===== src/rtl/fetch_unit.sv =====
// FETCH stage: reads one little-endian 32-bit instruction at pc over a byte-wide
// request/acknowledge bus, with an optional alignment check before any bus traffic.
module fetch_unit #(
    parameter int ADDR_WIDTH  = 32,
    parameter bit CHECK_ALIGN = 1'b1
) (
    input  logic                  clk,
    input  logic                  reset,
    input  logic                  active,
    input  logic [ADDR_WIDTH-1:0] pc,
    output logic                  done,
    output logic [31:0]           instr,
    output logic                  misaligned,
    output logic                  mem_req,
    output logic [ADDR_WIDTH-1:0] mem_addr,
    input  logic                  mem_ack,
    input  logic [7:0]            mem_rdata
);

    typedef enum logic [1:0] {
        IDLE,
        BUS,
        DONE
    } state_t;

    state_t                state_q, state_d;
    logic [ADDR_WIDTH-1:0] base_q, base_d;
    logic [1:0]            idx_q, idx_d;
    logic [31:0]           instr_q, instr_d;
    logic                  done_q, done_d;
    logic                  misaligned_q, misaligned_d;
    logic                  mem_req_q, mem_req_d;
    logic [ADDR_WIDTH-1:0] mem_addr_q, mem_addr_d;
    logic [1:0]            idx_next;
    logic [ADDR_WIDTH-1:0] pc_base;

    assign idx_next = idx_q + 2'd1;
    assign pc_base  = {pc[ADDR_WIDTH-1:2], 2'b00};

    always_comb begin
        state_d      = state_q;
        base_d       = base_q;
        idx_d        = idx_q;
        instr_d      = instr_q;
        done_d       = done_q;
        misaligned_d = misaligned_q;
        mem_req_d    = mem_req_q;
        mem_addr_d   = mem_addr_q;

        case (state_q)
            IDLE: begin
                if (active) begin
                    if (CHECK_ALIGN && (pc[1:0] != 2'b00)) begin
                        instr_d      = 32'd0;
                        misaligned_d = 1'b1;
                        done_d       = 1'b1;
                        state_d      = DONE;
                    end else begin
                        base_d     = pc_base;
                        instr_d    = 32'd0;
                        idx_d      = 2'd0;
                        mem_req_d  = 1'b1;
                        mem_addr_d = pc_base;
                        state_d    = BUS;
                    end
                end
            end
            BUS: begin
                // Withdrawing active mid-transfer abandons the word; any coincident ack is dropped.
                if (!active) begin
                    mem_req_d = 1'b0;
                    instr_d   = 32'd0;
                    idx_d     = 2'd0;
                    state_d   = IDLE;
                end else if (mem_ack) begin
                    instr_d[8*idx_q +: 8] = mem_rdata;
                    if (idx_q == 2'd3) begin
                        mem_req_d    = 1'b0;
                        done_d       = 1'b1;
                        misaligned_d = 1'b0;
                        state_d      = DONE;
                    end else begin
                        idx_d      = idx_next;
                        mem_addr_d = base_q + ADDR_WIDTH'(idx_next);
                    end
                end
            end
            DONE: begin
                if (!active) begin
                    done_d       = 1'b0;
                    misaligned_d = 1'b0;
                    state_d      = IDLE;
                end
            end
            default: begin
                state_d = IDLE;
            end
        endcase
    end

    always_ff @(posedge clk) begin
        if (!reset) begin
            state_q      <= IDLE;
            base_q       <= '0;
            idx_q        <= 2'd0;
            instr_q      <= 32'd0;
            done_q       <= 1'b0;
            misaligned_q <= 1'b0;
            mem_req_q    <= 1'b0;
            mem_addr_q   <= '0;
        end else begin
            state_q      <= state_d;
            base_q       <= base_d;
            idx_q        <= idx_d;
            instr_q      <= instr_d;
            done_q       <= done_d;
            misaligned_q <= misaligned_d;
            mem_req_q    <= mem_req_d;
            mem_addr_q   <= mem_addr_d;
        end
    end

    assign done       = done_q;
    assign instr      = instr_q;
    assign misaligned = misaligned_q;
    assign mem_req    = mem_req_q;
    assign mem_addr   = mem_addr_q;

endmodule


===== config.mk =====
export PLATFORM = sky130hd
export DESIGN_NAME = fetch_unit
export DESIGN_NICKNAME = d
export VERILOG_FILES = /design/src/rtl/fetch_unit.sv
export SDC_FILE = /design/constraint.sdc
export NUM_CORES = 1
export LEC_CHECK = 0
export CAP_MARGIN = 15
export CORE_MARGIN = 2
export CORE_UTILIZATION = 40
export DETAILED_ROUTE_END_ITERATION = 8
export PLACE_DENSITY_LB_ADDON = 0.12
export SYNTH_ARGS = -nofsm -noshare
export SYNTH_HDL_FRONTEND = slang
export SYNTH_SLANG_ARGS = --single-unit

===== constraint.sdc =====
create_clock -name clk -period 2 [get_ports clk]
set_input_delay 0.2 -clock clk [delete_from_list [all_inputs] [get_ports clk]]
set_output_delay 0.2 -clock clk [all_outputs]
set_load 0.1 [all_outputs]

### After elaboration in Yosys (flattened, before gate mapping)

Cells that the tools add are included.
Widths: inputs -> output; s select.

| cells by class | value |
|---|---|
| add/subtract/negate cells | 3 |
| equal/unequal tests | 14 |
| shift-type cells | 2 |
| multiplexer cells | 39 |
| bitwise logic cells | 1 |
| reductions and logical operators | 11 |

Operators by type and width:

| operator | number |
|---|---|
| $mux 32 | 8 |
| $pmux 32 s2 | 2 |
| $neg 5->34 | 1 |
| $shift 8x34->32 const A | 1 |
| $shiftx 8x34->32 | 1 |
| $add 32x2->32 | 1 |
| $bwmux 32 | 1 |
| $mux 2 | 11 |
| $ne 2x2->1 const B | 8 |
| $mux 1 | 12 |
| $reduce_and 5->1 | 2 |
| $ne 3x3->1 const B | 3 |
| $reduce_and 7->1 | 1 |
| $pmux 1 s3 | 2 |
| $pmux 2 s3 | 1 |
| $reduce_and 3->1 | 2 |
| $reduce_and 6->1 | 1 |
| $eq 2x2->1 const B | 2 |
| $pmux 2 s2 | 1 |
| $reduce_and 4->1 | 1 |
| $reduce_bool 2->1 | 2 |
| $reduce_bool 3->1 | 1 |
| $add 2x1->2 const B | 1 |
| $eq 2x1->1 const B | 1 |
| 3 further kinds | 3 |

| storage, ports and cells | value |
|---|---|
| register bits after elaboration | 101 |
| input bits | 44 |
| output and inout port bits | 67 |
| word-level logic and storage cells | 78 |

### Depth between registers and ports, before layout

Gate-level depths: netlist of run 1.

| depth | value |
|---|---|
| word-level depth | 6 |
| mapped depth | 9 |
| depth with buffers taken out | 6 |

### Worst setup path before layout of run 1

Ideal clock, no wire load.

| timing path | value |
|---|---|
| kind | flip-flop to flip-flop |
| start | reg idx_q[0] |
| end | reg instr_q[0] (netlist: instr[0]) |
| library setup time | 67 ps |
| arrival | 1,879 ps |
| required time | 1,933 ps |
| slack | 54 ps |
| stages on the path, launching flop included | 7 |
| buffers on the path | 0 |
| period minus slack after synthesis | 1,946 ps |
| path through | dfxtp_1 -> inv_1 -> ha_1 -> or3b_2 -> nor4_4 -> a22oi_1 -> nor2b_1 |

| between the ends | value |
|---|---|
| longest elaborated chain between the ends | 6 |
| elaborated cells on any way between the ends | 7 |
| classes of those cells | 1 x add/sub; 2 x shift; 4 x mux |

RTL lines:

| element | line | text |
|---|---|---|
| start, declared | 28 | `logic [1:0] idx_q, idx_d;` |
| start signal, assigned | 114 | `idx_q <= idx_d;` |
| $neg 5->34 * | 76 | `instr_d[8*idx_q +: 8] = mem_rdata;` |
| $shiftx 8x34->32 or $shift 8x34->32 (tied branches) | 76 |  |
| $bwmux 32 * | 76 |  |
| $mux 32 * | 75 | `end else if (mem_ack) begin` |
| $mux 32 * | 70 | `if (!active) begin` |
| $pmux 32 s2 * | 50 | `case (state_q)` |
| end signal, assigned | 115 | `instr_q <= instr_d;` |
| end, declared | 29 | `logic [31:0] instr_q, instr_d;` |

Mark *: on every way between the ends. The rest lies on a longest branch, timed or not. The select of a mux whose other input is x is not followed.
A chain may end at the register's enable or synchronous reset.

### Worst setup path after layout of run 1

| timing path | value |
|---|---|
| start | reg idx_q[1] |
| end | reg mem_addr_q[0] (netlist: mem_addr[0]) |

| between the ends | value |
|---|---|
| longest elaborated chain between the ends | 3 |

RTL lines:

| element | line | text |
|---|---|---|
| $eq 2x2->1 | 77 | `if (idx_q == 2'd3) begin` |
| $ne 2x2->1 (no source line) | -- |  |
| $reduce_and 6->1 (no source line) | -- |  |
| end signal, assigned | 119 | `mem_addr_q <= mem_addr_d;` |
| end, declared | 33 | `logic [ADDR_WIDTH-1:0] mem_addr_q, mem_addr_d;` |

No other way between the ends.

==> impl_results.md, run 1 <==
* Outcome: complete, no violations
* Setup Skew at around 0.018 ns
* Drc violations at 0
* Tmin final at approximately 1.9 ns
* Slew of the pin with the lowest slew margin at 0.480 ns
* HP Class: in -> reg
* Die Y at ~110 um
* Final hold violation count at 0
* Crit-path slowest cell: a211oi_4
* Post-CTS Hold Buffers at 0
* Critical-path cell list: buf_4 -> ha_1 -> nand2b_1 -> a211oi_4 -> buf_12 -> mux2i_1 -> nor2b_1
* Slew HR at approximately 70%
* Setup slack after layout at 0.114 ns
* Pin count of the biggest net entering global routing at 76
* Htree depth at 3
* Area Overhead vs Synth at 31.7%
* Most common cell after layout, fill and taps aside: nand2_1
* Die width at 109 um
* Longest Clk Path Bufs at 2
* Crit Path Max Fanout at 30
* Max Cap Viol at 0
* Pwr dens at between 800 and 900 mW/mm2
* Core Footprint at 0.0108 mm2
* Routed Antenna Nets at 0
* Most frequent cells in the layout: 101 x nand2_1, 100 x dfxtp_1, 82 x buf_4
* Synth warnings at 0
* CTS Buf Count at 9
* Max-slew violations at 0
* Post-synth EDFFs at 0
* Flops & latches, synth at just over 100
* Area of the multi-input gates at 0.00227 mm2
* Tightest hold margin at 0.294 ns
* Cell Count, Final, Fillers Out at 706
* DP HPWL at around 7000 um
* Crit path launch type: flop
* Starting Density at 41.0%
* First-pass GRT wire length at about 17000 um
* CTS tree: yes
* Vias/cell at 5.10
* Area of the mapped netlist at 0.00442 mm2
* Reg area at about 0.0020 mm2
* GPL Wtd Cong at between 0.8 and 0.9
* R2r endpoint: mem_addr[0]
* Ratio of cells with drive above 1 in the final layout at about a fifth
* R2r worst-path depth at 7
* Arrival time at the worst endpoint at 2.15 ns
* Leak Pwr at 2.46 nW
* Post-synthesis net count at between 500 and 600
* N_diodes at 0
* Rows at 38
* Total Routing Usage GR at 17.9%
* Worst r2r src: idx_q[1]
* Yosys cell types at 40
* WS Path Type: reg -> reg
* FILL cells at just under 1000
* Number of port buffers at 110
* Cell count after synthesis at ~450
* First-pass detailed-route iteration total at 4
* Total power at 5.02 mW
* Sequential area share after synthesis at 45.7%
* Final period util at between 90% and 100%
* Main synth FF type: dfxtp_1
* CP Capture Point: mem_addr[0]
* Grt ovf at 0
* Nets at slightly above 600
* Vias in the first global route at between 3000 and 4000
* First DRT Iteration DRCs at 154
* Peak VDD IR at ~0.00043 V
* Initial antenna violation count at 0
* Die ar. at about 0.012 mm2
* Post-place setup slack at -0.0527 ns
* Syn avg cell area at approximately 9.8 um2
* Placed Instances at just under 700
* Worst-Skew Late Latency at 0.37 ns
* Routed vias at approximately 3600
* Fmax at 0.530 GHz
* Routed wire length at about 10000 um
* Routed wire per std cell at 14.7 um
* CTS Sinks at 101
* CP Capture Type: flop
* Clk slew on worst S/H paths at approximately 0.11 ns
* Root buffer cell: clkbuf_8
* Post-route setup TNS at 0 ns
* Async SR Flop Fraction at 0%
* Crit path largest cell delay at 0.40 ns
* Final setup viols at 0
* R2r setup slk at about 0.11 ns
* # IOs at around 110
* Crit. Startpoint: idx_q[1]
* Worst EP required at 2.26 ns
through the flow:
stage | util (%) | area [um2]
global route | 54.0 | 5830
floorplan | - | 4420
finish | 54.0 | 5830
detailed placement | 51.4 | 5540
global placement | 51.4 | 5540
CTS | 53.2 | 5740
final cells by class:
class                           count  area share (%)
Tap cell                          140            3.01
Multi-Input combinational cell    314            38.9
Timing Repair Buffer              131            19.8
Sequential cell                   101            34.7
Clock inverter                      6           0.945
Clock buffer                       10            2.36
Inverter                            4           0.258
critical path, delay by kind of cell (launching register included):
| kind | cells | cell delay (ns) |
|---|---|---|
| AOI/OAI and AO/OA | 1 | 0.40 |
| adders and majority gates | 1 | 0.20 |
| buffers and inverters | 2 | 0.38 |
| DFF | 1 | 0.32 |
| muxes | 1 | 0.20 |
| and+or+nand+nor | 2 | 0.27 |
flip-flops by register name, indices dropped and copies added (netlist names):
name	cells
instr	32
mem_req	1
idx_q	2
misaligned	1
base_q	30
done	1
mem_addr	32
state_q	2
cell usage after synthesis, types with 2 or more instances:
cell type,number,area (um2)
a2111oi_4,3,82.6
a21boi_0,30,225
a21boi_1,4,30.0
a21o_1,5,37.5
a22oi_1,32,240
buf_2,13,65.1
buf_4,3,22.5
clkbuf_1,15,56.3
dfxtp_1,101,2020
ha_1,9,113
inv_1,4,15.0
mux2i_1,32,320
nand2_1,101,379
nand2b_1,5,31.3
nand3b_1,2,15.0
nor2_1,2,7.51
nor2b_1,36,225
o211a_1,31,310
o21a_1,2,15.0
cell families after synthesis:
kind of cell             count (synthesis)  synth area share [%]
AND/OR/NAND/NOR                        157                  17.1
AO/OA/AOI/OAI                          115                  23.0
flip-flops                             101                  45.7
buffers and inverters                   36                  3.85
multiplexers                            33                  7.75
adder cells (fa/ha/maj)                  9                  2.55
metal layers:
metal / part of all wire, % / GRT usage [%] / wire length, um
met1: 47 / 23.6 / 4920
met2: 46 / 29.1 / 4840
met3: 5.4 / 5.02 / 560
met4: 0.85 / 4.40 / 88
met5: 0 / 0 / 0
report_power, final:
group | leakage, nW | switching [mW] | internal (mW)
combinational | 1.55 | 1.09 | 0.465
sequential | 0.821 | 0.0716 | 2.14
clock | 0.0925 | 0.753 | 0.509
total | 2.46 | 1.91 | 3.11
how the worst min path moves through the flow:
stage,startpoint,endpoint,cells past startpoint
4_1_cts,reset,done,2
5_1_grt,reset,done,2
2_1_floorplan,pc[30],base_q[30],2
6_report,reset,done,2
3_3_place_gp,base_q[9],base_q[9],2
3_5_place_dp,base_q[30],base_q[30],2
repair_timing:
item,4_1_cts,5_1_grt
resized for setup,0,8
buffers inserted,1,4
pin swaps,2,4
gates cloned,0,0
setup endpoints to repair,15,60
(Power assumes the default switching activity.)
==> run 2: changes to the inputs <==
--- a/config.mk
+++ b/config.mk
@@ -9,6 +9,7 @@
 export CORE_MARGIN = 2
 export CORE_UTILIZATION = 40
 export DETAILED_ROUTE_END_ITERATION = 8
+export HOLD_SLACK_MARGIN = 0.08
 export PLACE_DENSITY_LB_ADDON = 0.12
 export SYNTH_ARGS = -nofsm -noshare
 export SYNTH_HDL_FRONTEND = slang
==> results of run 2 <==
Final layout, timing and power as in run 1 (identical DEF).
